### src/rtl/pe_mac_sequencer.sv
// Per-PE MAC sequencer: walks an S-tap filter window over the ifmap spad, skips zero-flagged taps,
// holds each psum until psum_ready is seen, then pulses shift to slide the spad by one entry.
module pe_mac_sequencer #(
  parameter int MEM_DEPTH  = 12,
  parameter int DATA_WIDTH = 16,
  parameter int PSUM_WIDTH = 32,
  parameter int OUT_WIDTH  = 8,
  parameter int ADDR_WIDTH = $clog2(MEM_DEPTH)
) (
  input  logic                            clk,
  input  logic                            reset,
  input  logic                            start,
  input  logic [ADDR_WIDTH:0]             filt_len,
  input  logic [OUT_WIDTH-1:0]            num_out,
  input  logic [ADDR_WIDTH:0]             ifmap_count,
  input  logic                            zero_flag,
  input  logic [DATA_WIDTH-1:0]           ifmap_data,
  input  logic [DATA_WIDTH-1:0]           filt_data,
  output logic [ADDR_WIDTH-1:0]           ifmap_r_addr,
  output logic [ADDR_WIDTH-1:0]           filt_r_addr,
  output logic                            mac_en,
  output logic                            shift,
  output logic [PSUM_WIDTH-1:0]           psum_out,
  output logic                            psum_valid,
  input  logic                            psum_ready,
  output logic [OUT_WIDTH+ADDR_WIDTH-1:0] skip_count,
  output logic                            busy,
  output logic                            done,
  output logic                            cfg_err
);

  typedef enum logic [2:0] {ST_IDLE, ST_WAIT, ST_MAC, ST_OUT, ST_SHIFT, ST_DONE} state_t;

  localparam logic [ADDR_WIDTH:0] DEPTH = (ADDR_WIDTH+1)'(MEM_DEPTH);

  state_t                         state, state_nxt;
  logic [ADDR_WIDTH:0]            s_len;
  logic [OUT_WIDTH-1:0]           n_out;
  logic [OUT_WIDTH-1:0]           out_cnt;
  logic [ADDR_WIDTH-1:0]          k;
  logic signed [PSUM_WIDTH-1:0]   acc;
  logic                           err;
  logic                           cfg_bad;
  logic                           last_tap;
  logic signed [2*DATA_WIDTH-1:0] prod;
  logic signed [PSUM_WIDTH-1:0]   prod_ext;

  assign cfg_bad  = (filt_len == '0) || (num_out == '0) || (filt_len > DEPTH);
  assign last_tap = ({1'b0, k} == s_len - 1'b1);
  assign prod     = $signed(ifmap_data) * $signed(filt_data);
  assign prod_ext = PSUM_WIDTH'(prod);
  assign psum_out = acc;

  always_ff @(posedge clk) begin
    if (!reset) state <= ST_IDLE;
    else        state <= state_nxt;
  end

  always_comb begin
    state_nxt    = state;
    ifmap_r_addr = '0;
    filt_r_addr  = '0;
    mac_en       = 1'b0;
    shift        = 1'b0;
    psum_valid   = 1'b0;
    done         = 1'b0;
    cfg_err      = 1'b0;
    busy         = (state != ST_IDLE);
    case (state)
      ST_IDLE:  if (start) state_nxt = cfg_bad ? ST_DONE : ST_WAIT;
      ST_WAIT:  if (ifmap_count >= s_len) state_nxt = ST_MAC;
      ST_MAC: begin
        ifmap_r_addr = k;
        filt_r_addr  = k;
        mac_en       = !zero_flag;
        if (last_tap) state_nxt = ST_OUT;
      end
      ST_OUT: begin
        psum_valid = 1'b1;
        if (psum_ready) state_nxt = ST_SHIFT;
      end
      ST_SHIFT: begin
        shift     = 1'b1;
        state_nxt = (out_cnt + 1'b1 == n_out) ? ST_DONE : ST_WAIT;
      end
      ST_DONE: begin
        done      = 1'b1;
        cfg_err   = err;
        state_nxt = ST_IDLE;
      end
      default:  state_nxt = ST_IDLE;
    endcase
  end

  // Tap 0 restarts the accumulator, so a skipped first tap still clears the previous psum.
  always_ff @(posedge clk) begin
    if (!reset) begin
      s_len      <= '0;
      n_out      <= '0;
      out_cnt    <= '0;
      k          <= '0;
      acc        <= '0;
      skip_count <= '0;
      err        <= 1'b0;
    end else begin
      case (state)
        ST_IDLE: begin
          if (start) begin
            err <= cfg_bad;
            if (!cfg_bad) begin
              s_len      <= filt_len;
              n_out      <= num_out;
              out_cnt    <= '0;
              skip_count <= '0;
            end
          end
        end
        ST_MAC: begin
          acc <= ((k == '0) ? '0 : acc) + (zero_flag ? '0 : prod_ext);
          k   <= last_tap ? '0 : k + 1'b1;
          if (zero_flag && (skip_count != '1)) skip_count <= skip_count + 1'b1;
        end
        ST_SHIFT: out_cnt <= out_cnt + 1'b1;
        default: ;
      endcase
    end
  end

endmodule

### config.mk
export PLATFORM = sky130hd
export DESIGN_NAME = pe_mac_sequencer
export DESIGN_NICKNAME = d
export VERILOG_FILES = /design/src/rtl/pe_mac_sequencer.sv
export SDC_FILE = /design/constraint.sdc
export NUM_CORES = 1
export LEC_CHECK = 0
export BUFFER_PORTS_ARGS = -buffer_cell sky130_fd_sc_hd__buf_4
export CORE_MARGIN = 2
export CORE_UTILIZATION = 50
export DETAILED_ROUTE_END_ITERATION = 16
export PLACE_DENSITY = 0.7
export SLEW_MARGIN = 20
export SYNTH_ARGS = -nofsm -noshare
export SYNTH_HDL_FRONTEND = slang
export SYNTH_SLANG_ARGS = --single-unit
### constraint.sdc
create_clock -name clk -period 8 [get_ports clk]
set_input_delay 0.4 -clock clk [delete_from_list [all_inputs] [get_ports clk]]
set_output_delay 0.4 -clock clk [all_outputs]
set_load 0.005 [all_outputs]
* Word level (Yosys, flattened, before mapping) *
Cells that the tools add are included.

word-level totals
  bits in registers = 73
  output and inout port bits = 58

cells by class
  add/subtract/negate cells = 5
  $mul = 1
  multiplexer cells = 23
  equality and inequality tests = 14
  reduce and logical (&&, ||, !) cells = 16
  bitwise operators = 1
  order comparisons = 2

operators by type and width
  cell                                                           count
  2-to-1 mux 32 bit                                              2
  2-to-1 mux 12 bit                                              3
  adder 32 bit                                                   1
  multiplier 16 x 16 -> 32 bit                                   1
  case mux 12 bit (2 select lines)                               1
  2-to-1 mux 3 bit                                               6
  2-to-1 mux 8 bit                                               2
  case mux 8 bit (2 select lines)                                1
  case mux 3 bit (5 select lines)                                1
  adder 12 x 1 -> 12 bit, second input constant                  1
  != test 12 bit, second input constant                          1
  != test 2 bit, second input constant                           6
  adder 8 x 1 -> 8 bit, second input constant                    1
  equality test 8 bit                                            1
  logical NOT 8 bit                                              1
  2-to-1 mux 4 bit                                               2
  AND reduction 4 bit                                            2
  equality test 3 x 2 -> 1 bit, second input constant            2
  equality test 3 bit, second input constant                     2
  AND reduction 3 bit                                            2
  equality test 4 x 5 -> 1 bit                                   1
  greater-or-equal comparator 5 bit                              1
  greater-than comparator 5 x 4 -> 1 bit, second input constant  1
  logical NOT 5 bit                                              1
  13 further kinds                                               19

* Longest topological paths before layout *
Gate-level depths: netlist of the first run.

  depth after elaboration = 6
  gate-level depth with buffers = 35
  depth with buffers taken out = 33

* Least setup slack after synthesis of the first run *
No wires, ideal clock.

  path type = input -> register
  from = in filt_data[1]
  to = reg acc[31] (netlist: psum_out[31])
  required time = 7,867 ps
  stages on the path = 31
  arrival = 7,447 ps
  path slack = 420 ps
  buffers on the path = 2
  cell sequence = clkbuf_1 > nand2_1 > fa_1 > fa_1 > fa_1 > inv_1 > fa_1 > fa_1 > inv_1 > fa_1 > inv_1 > ha_1 > and3_4 > a221o_1 > a21oi_1 > o31ai_2 > nand2_1 > nand2_1 > a21o_1 > a21oi_1 > xor2_1 > nor2_1 > ha_1 > clkbuf_1 > nand4_1 > o2111a_1 > o311ai_0 > nand2_1 > and3b_1 > mux2i_1 > a31oi_1

on the way
  word-level cells in the longest chain between the ends = 3

RTL lines
  what                          line  text
  start, declared               18    input logic [DATA_WIDTH-1:0] filt_data,
  multiplier 16 x 16 -> 32 bit  50    assign prod = $signed(ifmap_data) * $signed(filt_data);
  2-to-1 mux 32 bit             119   acc <= ((k == '0) ? '0 : acc) + (zero_flag ? '0 : prod_ext);
  adder 32 bit                  119
  end signal, assigned          119
  end, declared                 41    logic signed [PSUM_WIDTH-1:0] acc;

Every way passes these cells.
A chain may end at the register's enable or synchronous reset.

* Worst setup path in the final report of the first run *
  from = in filt_data[4]
  to = reg acc[30] (netlist: psum_out[30])

The elaborated chain is that of the path after synthesis.

==> impl_metrics.ini, run 1 <==
[status]
status = finished clean

[sta]
timing_worst_slew_pin_value_ns = 0.955
rsz0062_at_grt = false
holdWs_ns = 0.300
fin_setup_tns_ns = 0
drv_slew = 0
post-route-min-period_ns = 7.50
fmax_mhz = 133
setup_viol = 0
finClkSkew_ns = 0.00838
finalHoldViolCount = 0
fin_crit_sh_pct = 93.7
slew_headroom_pct = 36.2

[finish]
n_antenna_cell = 0
layout_commonest_cell = inv_1
drive_gt1_share_pct = 8.32
multiInputGateArea_sq_um = 12000
fin_cells = 2218
final_util_pct = 55.6
regArea_sq_um = 1460
layout.filler_cells = 2709
syn_to_final_growth_pct = 10.1
layout_common_cells = 318 x inv_1, 263 x fa_1, 197 x nand2_1
nets = 2264

[floorplan]
initial_core_util_pct = 50.5
io_pins = 113
coreArea_sq_um = 29500
die_w_um = 177
rows = 63
die_h_um = 177
dieArea_sq_um = 31200

[cts]
cts_tree = done
numCtsBuffers = 9
postCtsSetupRepairBufs = 0
clk_pin_slew_ns = 0.06
cts_hold_buffers = 0
ctsRootBufferMaster = clkbuf_16
clock_latency_ns = 0.34
clockBufferDepth = 2
cts.sinks = 73
cts_max_level = 3

[synthesis]
syn_inst = 1750
ys_seq_area_share_pct = 9.82
ys_top_cells_by_area = fa_1 35%, ha_1 10%, dfxtp_1 9.8%
synthDistinctLibCells = 56
synth_top_area_share_pct = 35.4
yosysTopAreaCell = fa_1
synth-edff-count = 0
ys_ff_latch = 73
syn_nets = 2191
syn_area_per_cell_sq_um = 8.51
synth_top_flop_cell = dfxtp_1
syn_area_sq_um = 14900
postSynth.asyncResetShare_pct = 0
yosysWarnings = 0

[setup_path]
end_kind = flip-flop
cp_top_family = adder cells
path_buf_inv = 5
worst-path-max-fanout = 16
cp_slowest_cell = fa_1
worstPathRequired_ns = 8.26
crit_top_cell = fa_1
worstPathArrival_ns = 7.76
path_class = in -> reg
critPathLaunchType = input pin
slowest_delay_ns = 0.53

[drt]
post_drt_wl_per_cell_um = 15.5
first_iter_violations = 590
drc = 0
drt_pass1_iterations = 6
wirelength_um = 34400
antenna_left = 0
vias_per_cell = 5.31
vias = 11800

[place]
place_congestion = 0.865
hpwl_um = 28400
placed_cells = 2202
portBuffers = 112

[grt]
grt_use_total_pct = 23.9
grt_pass1_vias = 12700
grt_overflow = 0
grt_max_degree = 54
grt_pass1_wl_um = 60300
antenna_found_initial = 0

[min_path]
hp-class = in -> reg

[run]
cap_violations = 0
per-layer routing:
layer,global-route usage [%],up-vias,share of wire (%)
met5,0,-,0
met4,8.82,0,3.6
met3,3.01,75,3.8
met2,42.7,266,51
met1,29.6,5854,41
li1,-,5586,-
final cells by class:
type                    count  area share, %
multi-input cells        1294           73.1
flip-flops and latches     73           8.91
inverters                 319           7.30
repair buffers            126           5.77
well taps                 390           2.98
clock buffers               9           1.37
clock inverters             7          0.572
path summary, 6_finish.rpt:
path	slack (ns)	depth (start not counted)	to	start
setup / recovery	0.50	30	psum_out[30]	filt_data[4]
hold / removal	0.30	3	n_out[2]	num_out[2]
setup reg to reg	3.60	18	psum_out[30]	k[0]
hold reg to reg	0.48	2	psum_out[6]	psum_out[6]
what timing repair did:
item                                    CTS  global route
endpoints found under the setup margin    0             2
endpoints found under the hold margin     0             0
gates resized for setup                   0             2
logic make-up after synthesis:
logic type	count (synthesis)	synth area share (%)
multiplexers	16	1.16
buffers and inverters	383	9.76
adder cells (fa/ha/maj)	386	45.7
flip-flops	73	9.82
AND/OR/NAND/NOR	587	19.3
XOR/XNOR	85	5.00
AO/OA/AOI/OAI	220	9.28
tightest hold or removal path, cell delays in order:
cell     delay, ns
buf_4         0.08
mux2i_1       0.05
nor2_1        0.07
per-stage QoR:
stage	setup slack [ns]	cell area, sq um
5_1_grt	0.0116	16400
2_1_floorplan	0.420	14900
3_3_place_gp	0.173	16100
4_1_cts	0.415	16400
3_5_place_dp	0.0798	16100
6_report	0.504	16400
flip-flops by register name (all words and copies together), names as in the netlist:
register    flops
psum_out       32
skip_count     12
n_out           8
out_cnt         8
s_len           5
k               4
state           3
err             1
synth_stat cells, drive strengths merged, types with 5 or more instances:
library cell,instances
a211oi,10
a21o,22
a21oi,92
a31oi,6
and2,130
and3,12
clkbuf,60
dfxtp,73
fa,263
ha,123
inv,319
mux2i,16
nand2,197
nand2b,20
nand3,28
nand4,8
nor2,110
nor2b,45
nor3,17
nor4,5
o211ai,6
o21a,9
o21ai,38
o21bai,5
or3,5
xnor2,49
xor2,36
Power of run 1 is not shown: default switching activity piles up to over one toggle a cycle in this logic, so the estimate is an artifact.
==> run 2, diff against run 1 <==
--- a/config.mk
+++ b/config.mk
@@ -6,8 +6,8 @@
 export NUM_CORES = 1
 export LEC_CHECK = 0
 export BUFFER_PORTS_ARGS = -buffer_cell sky130_fd_sc_hd__buf_4
-export CORE_MARGIN = 2
 export CORE_UTILIZATION = 50
+export CTS_BUF_LIST = sky130_fd_sc_hd__clkbuf_4
 export DETAILED_ROUTE_END_ITERATION = 16
 export PLACE_DENSITY = 0.7
 export SLEW_MARGIN = 20
==> run 2 against run 1 <==
Net effect:
- register-to-register slack lost 0.02 ns
- flip-flop and latch count is the same
- design area shrank 0.93%
- routed wire length shrank 3.4%
- final cell count shrank 0.32%
- first-iteration DRC count grew 11%
- non-clock buffer count is the same
- hold slack lost 0.089 ns
- setup slack lost 0.079 ns
- via count shrank 0.58%
- core utilization grew 0.37 points
- critical path depth is the same
- critical path type unchanged
- critical endpoint is now psum_out[31]
==> impl_metrics.ini, run 2 (same netlist as run 1, synthesis figures left out) <==
[status]
status = finished clean

[cts]
clockBufferDepth = 2
cts.sinks = 73
ctsRootBufferMaster = clkbuf_4
cts_tree = done
cts_hold_buffers = 0
numCtsBuffers = 9
cts_max_level = 3
clk_pin_slew_ns = 0.12
clock_latency_ns = 0.43
postCtsSetupRepairBufs = 0
cts-resized-gates = 0

[sta]
post-route-min-period_ns = 7.57
fmax_mhz = 132
rsz0062_at_grt = false
fin_crit_sh_pct = 94.7
fin_ws_ns = 0.425
setup_viol = 0
finalHoldViolCount = 0
slew_headroom_pct = 37.7
fin_setup_tns_ns = 0
finClkSkew_ns = 0.0212
timing_worst_slew_pin_value_ns = 0.933
drv_slew = 0

[setup_path]
worstPathArrival_ns = 7.84
r2r_end = psum_out[30]
critPathLaunchType = input pin
cp_slowest_cell = fa_1
end_kind = flip-flop
reg2reg_slack_ns = 3.58
r2r_cells = 18
worst-path-max-fanout = 16
worstPathRequired_ns = 8.27
cp-startpoint = ifmap_data[8]
timing.rr.start = k[0]
path_class = in -> reg
slowest_delay_ns = 0.53
crit_top_cell = fa_1

[finish]
largest_reg_flops = 32
final_util_pct = 56.0
nets = 2264
syn_to_final_growth_pct = 9.08
n_antenna_cell = 0
layout_common_cells = 318 x inv_1, 263 x fa_1, 197 x nand2_1
layout_commonest_cell = inv_1
drive_gt1_share_pct = 8.26

[floorplan]
dieArea_sq_um = 30500
io_pins = 113
die_h_um = 175
rows = 62
initial_core_util_pct = 51.3
coreArea_sq_um = 29000
die_w_um = 175

[grt]
grt_pass1_vias = 12300
antenna_found_initial = 0
grt_pass1_wl_um = 58000
grt_use_total_pct = 23.4
grt_overflow = 0
grt_max_degree = 54

[drt]
antenna_left = 0
post_drt_wl_per_cell_um = 15.0
vias_per_cell = 5.30
first_iter_violations = 656
drt_pass1_iterations = 6
drc = 0
wirelength_um = 33200
vias = 11700

[place]
preCtsSetupSlack_ns = 0.0291
portBuffers = 112
place_congestion = 0.902
hpwl_um = 27600

[min_path]
hold_end = n_out[7]
min-delay-start = num_out[7]
hp-class = in -> reg
whs_path_depth = 3

[run]
cap_violations = 0
run 2: cell types whose count changed in the layout (fill, tap and decap cells not counted):
cell	before	now
o311ai_1	1	0
clkinvlp_4	2	1
a2111oi_0	1	2
clkbuf_4	0	9
bufinv_16	2	3
a2111oi_1	1	0
inv_6	1	0
clkbuf_16	9	0
o311ai_0	2	3
run 2: how the worst max path moves through the flow:
stage                              end  slack (ns)
after global placement    psum_out[31]        0.23
after global routing      psum_out[31]        0.02
after detailed placement  psum_out[31]        0.03
after CTS                 psum_out[31]        0.48
after floorplan           psum_out[31]        0.42
final                     psum_out[31]        0.43
run 2: per-stage QoR:
step | std cells | area, sq um | hold WS [ns]
after floorplan | 1750 | 14900 | 0.429
after global placement | 2196 | 16100 | 0.452
after detailed placement | 2196 | 16100 | 0.455
after CTS | 2211 | 16200 | 0.184
after global routing | 2211 | 16200 | 0.207
final | 2211 | 16200 | 0.211
run 2: routing by layer:
layer / vias to the layer above / share of wire [%] / track usage [%]
li1: 5597 / - / -
met1: 5820 / 42 / 29.1
met2: 244 / 52 / 43.1
met3: 52 / 4.2 / 2.84
met4: 0 / 2.2 / 5.14
met5: - / 0 / 0
run 2: area by class of cell:
type / count / area (sq um)
flip-flops and latches: 73 / 1460
clock buffers: 9 / 67.6
well taps: 384 / 480
fillers: 2695 / 12800
repair buffers: 126 / 946
clock inverters: 6 / 108
inverters: 319 / 1200
multi-input cells: 1294 / 12000
run 2: critical path, delay by kind of cell:
kind / cells / cell delay, ns
adders and majority gates: 8 / 3.67
AOI/OAI and AO/OA: 7 / 1.80
and+or+nand+nor: 8 / 1.28
buffers and inverters: 5 / 0.37
xor gates and xnor gates: 1 / 0.16
muxes: 1 / 0.15
Power of run 2 is left out for the same reason.
